--- config.mk ---
export PLATFORM = sky130hd
export DESIGN_NAME = clk_phase_scheduler
export DESIGN_NICKNAME = d
export VERILOG_FILES = /design/src/rtl/clk_phase_scheduler.sv
export SDC_FILE = /design/constraint.sdc
export NUM_CORES = 1
export LEC_CHECK = 0
export CAP_MARGIN = 10
export CORE_AREA = 2 2 46 79
export CTS_CLUSTER_DIAMETER = 120
export DETAILED_ROUTE_END_ITERATION = 8
export DIE_AREA = 0 0 48 81
export GPL_ROUTABILITY_DRIVEN = 0
export PLACE_DENSITY_LB_ADDON = 0.3
export SYNTH_ARGS = -nofsm -noshare
export SYNTH_HDL_FRONTEND = slang
export SYNTH_SLANG_ARGS = --single-unit
--- constraint.sdc ---
create_clock -name clock -period 5.13 [get_ports clock]
set_clock_uncertainty 0.1 [all_clocks]
set_input_delay 1.026 -clock clock [delete_from_list [all_inputs] [get_ports clock]]
set_output_delay 1.026 -clock clock [all_outputs]
set_load 0.03 [all_outputs]
--- src/rtl/clk_phase_scheduler.sv ---
`default_nettype none
// ============================================================================
// Module      : clk_phase_scheduler
// Description : Programmable processor-period sequencer on the base clock,
//               issuing fetch/data/commit enables with run/halt/step and stall.
// Revision    : 1.0 - initial release
// ============================================================================
module clk_phase_scheduler #(
    parameter int DIV_W       = 4,
    parameter int DEFAULT_DIV = 4,
    parameter int CNT_W       = 16
) (
    input  logic             clock,
    input  logic             reset,
    input  logic             run,
    input  logic             step_req,
    input  logic [DIV_W-1:0] div_sel,
    input  logic             div_load,
    input  logic             stall_req,
    output logic             imem_en,
    output logic             dmem_en,
    output logic             proc_en,
    output logic             regfile_en,
    output logic [DIV_W-1:0] phase,
    output logic             busy,
    output logic             step_done,
    output logic [CNT_W-1:0] period_cnt
);

    localparam logic [1:0]       c_IDLE    = 2'd0;
    localparam logic [1:0]       c_RUN     = 2'd1;
    localparam logic [1:0]       c_STEP    = 2'd2;
    localparam logic [DIV_W-1:0] c_ONE     = DIV_W'(1);
    localparam logic [DIV_W-1:0] c_TWO     = DIV_W'(2);
    localparam logic [DIV_W-1:0] c_DEF_DIV = DIV_W'(DEFAULT_DIV);
    localparam logic [CNT_W-1:0] c_CNT_ONE = CNT_W'(1);

    logic [1:0]       r_state,    w_state_nxt;
    logic [DIV_W-1:0] r_phase,    w_phase_nxt;
    logic [DIV_W-1:0] r_div,      w_div_nxt;
    logic [DIV_W-1:0] r_pend,     w_pend_nxt;
    logic             r_pend_vld, w_pend_vld_nxt;
    logic [CNT_W-1:0] r_cnt,      w_cnt_nxt;

    logic w_active;
    logic w_last;
    logic w_commit;
    logic w_apply;

    assign w_active = (r_state != c_IDLE);
    assign w_last   = w_active && (r_phase == r_div - c_ONE);
    // The only path from an input to an output: stall gates the commit strobe.
    assign w_commit = w_last && !stall_req;
    assign w_apply  = r_pend_vld && (w_commit || (r_state == c_IDLE));

    assign imem_en    = w_active && (r_phase == '0);
    assign dmem_en    = w_active && (r_phase == r_div - c_TWO);
    assign proc_en    = w_commit;
    assign regfile_en = w_commit;
    assign phase      = r_phase;
    assign busy       = w_active;
    assign step_done  = w_commit && (r_state == c_STEP);
    assign period_cnt = r_cnt;

    always_ff @(posedge clock) begin
        if (reset) begin
            r_state    <= c_IDLE;
            r_phase    <= '0;
            r_div      <= c_DEF_DIV;
            r_pend     <= c_DEF_DIV;
            r_pend_vld <= 1'b0;
            r_cnt      <= '0;
        end else begin
            r_state    <= w_state_nxt;
            r_phase    <= w_phase_nxt;
            r_div      <= w_div_nxt;
            r_pend     <= w_pend_nxt;
            r_pend_vld <= w_pend_vld_nxt;
            r_cnt      <= w_cnt_nxt;
        end
    end

    always_comb begin
        w_state_nxt    = r_state;
        w_phase_nxt    = r_phase;
        w_div_nxt      = r_div;
        w_pend_nxt     = r_pend;
        w_pend_vld_nxt = r_pend_vld;
        w_cnt_nxt      = r_cnt;

        if (w_apply) begin
            w_div_nxt      = r_pend;
            w_pend_vld_nxt = 1'b0;
        end
        // A load in the same cycle as an apply stays pending for the next boundary.
        if (div_load) begin
            w_pend_nxt     = (div_sel < c_TWO) ? c_TWO : div_sel;
            w_pend_vld_nxt = 1'b1;
        end

        case (r_state)
            c_IDLE: begin
                w_phase_nxt = '0;
                if (run) begin
                    w_state_nxt = c_RUN;
                end else if (step_req) begin
                    w_state_nxt = c_STEP;
                end
            end
            c_RUN, c_STEP: begin
                if (w_commit) begin
                    w_cnt_nxt   = r_cnt + c_CNT_ONE;
                    w_phase_nxt = '0;
                    if ((r_state == c_STEP) || !run) begin
                        w_state_nxt = c_IDLE;
                    end
                end else if (!w_last) begin
                    w_phase_nxt = r_phase + c_ONE;
                end
            end
            default: begin
                w_state_nxt = c_IDLE;
                w_phase_nxt = '0;
            end
        endcase
    end

endmodule
`default_nettype wire
Yosys cells after proc, flatten, opt, wreduce, memory -nomap -nowiden
Cells that the tools add are included.
Word-level totals
  register bits after elaboration: 31
  bits in latches: 0
  RAM bits: 0
  memory bits (read-only): 0
  bits of input ports: 10
  word-level logic and storage cells: 45
  memories kept: 0
Operators by class
  add/subtract/negate cells: 4
  multipliers: 0
  divide/modulo/power cells: 0
  $lt $le $gt $ge: 1
  equal/unequal tests: 7
  shift operators: 0
  muxes and demuxes: 8
  bitwise gates (word level): 1
  reduce and logical (&&, ||, !) cells: 18
Operator list (count)
  16-bit by 1-bit adder with 16-bit output (second input constant): 1
  4-bit equality test: 2
  2-bit two-way mux: 4
  1-bit logical AND: 6
  4-bit by 1-bit adder with 4-bit output (second input constant): 1
  4-bit logical NOT: 1
  4-bit by 2-bit < comparator with 1-bit output (second input constant): 1
  4-bit two-way mux: 1
  2-bit != test (second input constant): 2
  2-bit case mux with 2 select lines: 1
  2-bit nonzero test: 2
  4-bit by 1-bit subtractor with 4-bit output (second input constant): 1
  4-bit by 2-bit subtractor with 4-bit output (second input constant): 1
  3-bit != test (second input constant): 1
  3-bit AND reduction: 1
  3-bit OR reduction: 1
  2-bit by 1-bit equality test with 1-bit output (second input constant): 1
  2-bit equality test (second input constant): 1
  1-bit logical NOT: 2
  2-bit logical NOT: 1
  1-bit logical OR: 2
  1-bit two-way mux: 2
  2-bit AND reduction: 1
  2-bit OR reduction: 1
  1-bit inverter: 1

Longest topological paths before layout
Gate-level depths: netlist of the first run.
  word-level depth: 8
  depth in mapped cells: 9
  gate-level depth less buffers: 7

Worst setup path before layout of the first run
OpenSTA, ideal clock, no wires.
  path kind: register to output
  start: reg r_state[0]
  end: out step_done
  arrival: 2526 ps
  path slack: 1478 ps
  cell stages (with the launch flop): 8
  buffers on the path: 1
  cells stage by stage: dfxtp_1 > inv_1 > ha_1 > inv_1 > nand4_1 > clkbuf_1 > nor3_1 > and2_1
On the way
  longest elaborated chain between the ends: 4
  elaborated cells between the ends (all ways): 5
Ends and longest elaborated chain
  start: declaration: line 38  | logic [1:0] r_state, w_state_nxt;
  start signal: assignment: line 67  | r_state <= c_IDLE;
  start signal: assignment: line 74  | r_state <= w_state_nxt;
  2-bit nonzero test: line 50  | assign w_active = (r_state != c_IDLE);
  named net busy: line 25  | output logic busy,
  1-bit logical AND: line 51  | assign w_last = w_active && (r_phase == r_div - c_ONE);
  1-bit logical AND: line 53  | assign w_commit = w_last && !stall_req;
  named net proc_en: line 22  | output logic proc_en,
  1-bit logical AND: line 62  | assign step_done = w_commit && (r_state == c_STEP);
  end: declaration: line 26  | output logic step_done,
The timed path passes the listed nets, and every way through them passes these cells.

Final worst setup path of the first run
  start: reg r_div[1]
  end: out step_done
On the way
  longest elaborated chain between the ends: 5
Ends and longest elaborated chain
  start: declaration: line 40  | logic [DIV_W-1:0] r_div, w_div_nxt;
  start signal: assignment: line 69  | r_div <= c_DEF_DIV;
  start signal: assignment: line 76  | r_div <= w_div_nxt;
  4-bit by 1-bit subtractor with 4-bit output: line 51
  4-bit equality test: line 51
  1-bit logical AND: line 51
  1-bit logical AND: line 53
  1-bit logical AND: line 62
Every way passes these cells.

==> results of run 1 <==
## stage by stage
step                      hold slack [ns]  total power [W]  instance area (um2)  std cells
after floorplan                    0.3414        0.0004196                 1688        195
after global placement             0.3568        0.0004846                 2033        263
after detailed placement           0.3579        0.0004887                 2033        263
after CTS                          0.3896        0.0006997                 2133        271
after global routing               0.4100        0.0007319                 2133        271
final                              0.3841        0.0006945                 2133        271
## Yosys cell counts, drive strengths merged, types with 2 or more instances
cell / instances / area share [%]
dfxtp: 31 / 37
nor3b: 2 / 0.89
o41ai: 2 / 1.0
and3: 5 / 1.9
and2: 2 / 0.74
o21ai: 6 / 1.8
inv: 12 / 2.7
buf: 4 / 2.1
mux2i: 6 / 3.6
xor2: 4 / 2.1
nor3: 5 / 1.5
nor4b: 2 / 1.0
a21oi: 9 / 2.7
nand2: 11 / 2.4
clkbuf: 9 / 2.0
nor2: 19 / 4.2
nor4: 6 / 2.2
and4: 2 / 1.0
nand4: 5 / 1.9
nor2b: 2 / 0.74
or4: 7 / 3.1
xnor2: 12 / 6.7
nand3: 6 / 1.8
o31ai: 7 / 3.1
ha: 8 / 5.9
## routing by layer
layer  share of wire (%)  global-route usage [%]
met2                  54                   39.20
met4                 2.0                   9.189
met1                  40                   21.60
met3                 3.7                   5.111
met5                   0                       0
## cells by family (layout without fill, tap and decap cells)
logic type      Yosys count  after routing  synth area share (%)
simple gates             77             77                 24.83
compound gates           31             31                 12.08
flops                    31             31                 36.77
buf+inv                  25             56                 6.745
xor+xnor                 17             17                 10.08
fa+ha+maj                 8              8                 5.931
mux                       6              6                 3.558
## power by group through the flow
stage | clock network [W] | registers (W) | logic, W
after floorplan | 0 | 0.000282 | 0.000138
after global placement | 0 | 0.000277 | 0.000207
after detailed placement | 0 | 0.000278 | 0.000211
after CTS | 0.000214 | 0.000273 | 0.000212
after global routing | 0.000226 | 0.000275 | 0.000231
final | 0.000209 | 0.000273 | 0.000213
## worst max-delay path by stage
stage | startpoint | end | depth (start not counted)
after floorplan | r_state[0]$_SDFFE_PP0P_ | step_done | 7
after global placement | stall_req | step_done | 4
after detailed placement | stall_req | step_done | 4
after CTS | r_div[1]$_SDFFE_PP0P_ | step_done | 7
after global routing | r_div[1]$_SDFFE_PP0P_ | step_done | 7
final | r_div[1]$_SDFFE_PP0P_ | step_done | 7
## layout make-up
type	count	area share, %
flip-flops and latches	31	29.09
multi-input cells	139	44.69
repair buffers	36	16.77
clock buffers	8	4.692
inverters	12	2.111
well taps	45	2.639
## worst reg2reg max path, stage by stage (launching register included)
cell and delay, ns:
dfxtp_1 0.37, inv_1 0.09, ha_1 0.29, xor2_1 0.15, nand4_1 0.44, or4b_1 0.90
or4_1 0.59, a21oi_1 0.17
## flip-flops by register name, indices dropped and copies added, names as in the netlist
register and count:
r_state 2, r_div 4, r_pend 4, r_pend_vld 1, phase 4, period_cnt 16
==> impl_metrics.py, run 1 <==
metrics = {
    "route": {
        "drt-pass1-iter-count": 4,
        "num_vias": 1520,
        "wirelength_um": 3766,
        "avgRoutedWirePerCell_um": 13.90,
        "vias_per_cell": 5.609,
        "first_iter_violations": 36,
        "post-route-drc-count": 0,
        "drtAntennaViolNets": 0,
    },
    "pwr": {
        "p_int_w": 0.0004696,
        "clkPwrFrac_pct": 30.1,
        "pwr-share-comb_pct": 30.6,
        "powerDensity_mw_per_mm2": 325.6,
        "swShare_pct": 32.39,
        "power.leakage_nw": 0.7598,
        "netSwitchingPower_w": 0.0002250,
        "pwr-share-seq_pct": 39.3,
        "peakVddDrop_v": 0.0002064,
    },
    "clock_network": {
        "clock_path_buffers": 2,
        "tritoncts": "built",
        "cts-resized-gates": 0,
        "clk_latency_ns": 0.28,
        "cts_sinks": 31,
        "clkSlewWorstSetupHoldPaths_ns": 0.06,
        "cts_buffers": 5,
        "cts_setup_buffers": 0,
        "root_buffer": "clkbuf_8",
        "htreeDepth": 2,
        "cts_hold_buf": 0,
    },
    "setup_path": {
        "crit_buf_inv": 2,
        "cp_max_fo": 13,
        "crit_path_top_delay_cell": "clkdlybuf4s50_1",
        "crit_arrival_ns": 3.12,
        "ff2ff_path_depth": 7,
        "crit_family": "simple AND/OR/NAND/NOR gates",
        "r2r_end": "period_cnt[11]$_SDFFE_PP0P_",
        "path_cells": "inv_1 -> ha_1 -> xor2_1 -> nand4_1 -> nor3_1 -> and2_1 -> clkdlybuf4s50_1",
        "r2r_slack_ns": 1.95,
        "r2r_start": "r_div[1]$_SDFFE_PP0P_",
        "start_kind": "flip-flop",
        "cp.required_ns": 4.00,
        "cp-end-kind": "output port",
        "critPathKind": "flip-flop to output port",
        "cpPeakStageDelay_ns": 0.66,
    },
    "hold_path": {
        "whs_endpoint": "r_pend[0]$_SDFFE_PP0P_",
        "worstHoldPathType": "flip-flop to flip-flop",
        "min_from": "r_pend[0]$_SDFFE_PP0P_",
        "hold_depth": 2,
    },
    "logic_synthesis": {
        "synth-edff-count": 0,
        "synth.distinct_cells": 39,
        "syn-num-nets": 213,
        "yosysWarnings": 0,
        "syn_area_per_cell_um2": 8.656,
        "netlist_area_mm2": 0.001688,
        "yosysSeqAreaShare_pct": 36.77,
        "ys_seq_elements": 31,
        "netlist_instances": 195,
        "synthArstFlopShare_pct": 0,
        "synth_flop_cell": "dfxtp_1",
    },
    "timing": {
        "slew_headroom_pct": 35.44,
        "drv_slew": 0,
        "period_share_pct": 82.72,
        "finalSetupTns_ns": 0,
        "period_minus_slack_ns": 4.244,
        "fin_ws_ns": 0.8864,
        "hold_violations": 0,
        "max_freq_ghz": 0.2356,
        "setup_viol_count_final": 0,
        "rsz0062_at_grt": "false",
        "worst_slew_pin_slew_ns": 0.9615,
    },
    "grt": {
        "grt_overflow_total": 0,
        "grt_first_pass_wirelength_um": 6099,
        "first_global_vias": 1418,
        "grt_max_degree": 26,
        "antenna_found_initial": 0,
        "gr-usage-all-layers_pct": 21.55,
    },
    "die": {
        "row_count": 28,
        "dieArea_mm2": 0.003888,
        "die_width_um": 48,
        "io_pins": 36,
        "die_height_um": 81,
        "initial_core_util_pct": 50.71,
        "coreArea_mm2": 0.003328,
    },
    "run": {
        "cap_violations": 0,
    },
    "layout": {
        "area_growth_pct": 26.39,
        "drive_above_1_share_pct": 4.425,
        "final_common_cell": "clkdlybuf4s50_1",
        "multi_input_area_um2": 953.4,
        "fin_nets": 243,
        "finish.utilization_pct": 64.10,
        "diodes": 0,
        "layout_common_cells": "clkdlybuf4s50_1, dfxtp_1, nor2_1, inv_1",
        "register_area_um2": 620.6,
        "fillers": 283,
    },
    "placement": {
        "port_buffers": 35,
        "dp_hpwl_um": 2691,
        "place_ws_ns": 1.008,
    },
    "outcome": {
        "status": "complete, no violations",
    },
}
Power figures use the tool's default switching activity.
==> run 2, diff against run 1 <==
--- a/config.mk
+++ b/config.mk
@@ -6,10 +6,10 @@
 export NUM_CORES = 1
 export LEC_CHECK = 0
 export CAP_MARGIN = 10
-export CORE_AREA = 2 2 46 79
+export CORE_AREA = 2 2 47 82
 export CTS_CLUSTER_DIAMETER = 120
 export DETAILED_ROUTE_END_ITERATION = 8
-export DIE_AREA = 0 0 48 81
+export DIE_AREA = 0 0 49 84
 export GPL_ROUTABILITY_DRIVEN = 0
 export PLACE_DENSITY_LB_ADDON = 0.3
 export SYNTH_ARGS = -nofsm -noshare
==> constraint.sdc (replaced) <==
create_clock -name clock -period 4.1 [get_ports clock]
set_clock_uncertainty 0.1 [all_clocks]
set_input_delay 0.82 -clock clock [delete_from_list [all_inputs] [get_ports clock]]
set_output_delay 0.82 -clock clock [all_outputs]
set_load 0.03 [all_outputs]
==> run 2 against run 1 <==
  * Largest power group unchanged
  * Combinational power increased by 25%
  * Die area grew 5.9%
  * Clock power up 25%
  * Global-route usage decreased by 1.8 points
  * Sequential share of layout area down 0.32 points
  * Critical path depth grew 1
  * Largest cell class unchanged
  * Core utilization is 2.8 points lower
  * Wire length shrank 1.9%
==> impl_metrics.py, run 2 (synthesis gave the netlist of run 1 again) <==
metrics = {
    "outcome": {
        "status": "complete, no violations",
    },
    "timing": {
        "setup_viol_count_final": 0,
        "drv_slew": 0,
        "worst_slew_pin_slew_ns": 0.5886,
        "rsz0062_at_grt": "false",
        "max_freq_ghz": 0.2766,
        "slew_headroom_pct": 60.24,
        "period_share_pct": 88.17,
        "finalSetupTns_ns": 0,
        "hold_violations": 0,
        "period_minus_slack_ns": 3.615,
    },
    "clock_network": {
        "clock_path_buffers": 2,
        "clkSlewWorstSetupHoldPaths_ns": 0.06,
        "root_buffer": "clkbuf_8",
        "cts_buffers": 5,
        "clk_latency_ns": 0.27,
        "tritoncts": "built",
        "cts-resized-gates": 0,
        "htreeDepth": 2,
        "cts_setup_buffers": 0,
        "cts_hold_buf": 0,
        "cts_sinks": 31,
    },
    "placement": {
        "placed_cell_area_mm2": 0.002057,
        "port_buffers": 35,
        "dp_hpwl_um": 2770,
    },
    "route": {
        "avgRoutedWirePerCell_um": 13.43,
        "drt-pass1-iter-count": 4,
        "post-route-drc-count": 0,
        "drtAntennaViolNets": 0,
        "num_vias": 1533,
        "wirelength_um": 3694,
        "first_iter_violations": 31,
        "vias_per_cell": 5.575,
    },
    "die": {
        "initial_core_util_pct": 47.96,
        "die_width_um": 49,
        "coreArea_mm2": 0.003520,
        "die_height_um": 84,
        "io_pins": 36,
        "dieArea_mm2": 0.004116,
        "row_count": 29,
    },
    "pwr": {
        "peakVddDrop_v": 0.0002649,
        "power.leakage_nw": 0.7740,
        "powerDensity_mw_per_mm2": 403.3,
        "p_total_w": 0.0008698,
    },
    "setup_path": {
        "cp-end-kind": "output port",
        "crit_arrival_ns": 2.70,
        "ff2ff_path_depth": 8,
        "r2r_end": "period_cnt[11]$_SDFFE_PP0P_",
        "r2r_slack_ns": 1.25,
        "cp_max_fo": 13,
        "cp.required_ns": 3.18,
        "r2r_start": "r_div[1]$_SDFFE_PP0P_",
        "start_kind": "flip-flop",
        "critPathKind": "flip-flop to output port",
    },
    "hold_path": {
        "min_from": "r_pend[2]$_SDFFE_PP1P_",
        "hold_depth": 2,
        "worstHoldPathType": "flip-flop to flip-flop",
        "whs_endpoint": "r_pend[2]$_SDFFE_PP1P_",
    },
    "grt": {
        "grt_first_pass_wirelength_um": 6486,
        "first_global_vias": 1465,
        "grt_max_degree": 26,
        "antenna_found_initial": 0,
        "gr-usage-all-layers_pct": 19.79,
        "grt_overflow_total": 0,
    },
    "layout": {
        "final_common_cell": "clkdlybuf4s50_1",
        "layout_common_cells": "clkdlybuf4s50_1, dfxtp_1, nor2_1, inv_1",
        "largest_register_ffs": 16,
        "diodes": 0,
        "fillers": 340,
        "area_growth_pct": 27.80,
        "fin_nets": 246,
        "drive_above_1_share_pct": 5.677,
        "finalInstanceArea_mm2": 0.002157,
    },
    "run": {
        "cap_violations": 0,
    },
}
==> run 2: changes by cell type in the layout (fill, tap and decap cells not counted) <==
cell / previous run / this run
buf_4: 1 / 4
==> run 2: metrics by stage <==
| stage | hold slack, ns | worst slack (ns) | instances | utilization, % |
|---|---|---|---|---|
| floorplan | 0.3414 | 0.6541 | 195 | - |
| global placement | 0.3560 | 0.5491 | 267 | 58.44 |
| detailed placement | 0.3586 | 0.4850 | 267 | 58.44 |
| CTS | 0.3777 | 0.4344 | 275 | 61.29 |
| global route | 0.3985 | 0.2362 | 275 | 61.29 |
| finish | 0.3786 | 0.4849 | 275 | 61.29 |
==> run 2: critical path, stage by stage (launching register included) <==
cell,delay (ns)
dfxtp_1,0.36
inv_1,0.09
ha_1,0.29
xor2_1,0.15
nand4_1,0.10
buf_4,0.19
nor3_1,0.39
and2_1,0.19
clkdlybuf4s50_1,0.66
==> run 2: cell type report <==
class / instances / area [um2] / area share, %
Timing Repair Buffer: 39 / 380.4 / 17.63
Sequential cell: 31 / 620.6 / 28.77
Tap cell: 46 / 57.56 / 2.668
Multi-Input combinational cell: 139 / 953.4 / 44.20
Inverter: 12 / 45.04 / 2.088
Clock buffer: 8 / 100.1 / 4.640
==> run 2: worst max path at each step <==
| stage | from | to | slack (ns) | cells after the start |
|---|---|---|---|---|
| global placement | stall_req | step_done | 0.55 | 4 |
| detailed placement | stall_req | step_done | 0.49 | 4 |
| CTS | r_div[1]$_SDFFE_PP0P_ | step_done | 0.43 | 8 |
| finish | r_div[1]$_SDFFE_PP0P_ | step_done | 0.48 | 8 |
| global route | r_div[1]$_SDFFE_PP0P_ | step_done | 0.24 | 8 |
| floorplan | r_state[0]$_SDFFE_PP0P_ | step_done | 0.65 | 7 |
==> run 2: power breakdown <==
part | total, W | internal, W | switching [W]
Sequential | 0.000342 | 0.000321 | 0.0000204
Clock | 0.000261 | 0.000153 | 0.000108
Combinational | 0.000267 | 0.000117 | 0.000150
Total | 0.000870 | 0.000591 | 0.000279
==> run 2: metal layers <==
layer	part of all wire, %	wire length [um]	global-route usage [%]	up-vias
li1	-	-	-	758
met1	38	1386	20.67	739
met2	57	2118	38.11	32
met3	3.9	143	3.405	4
met4	1.2	46	7.013	0
met5	0	0	0	-
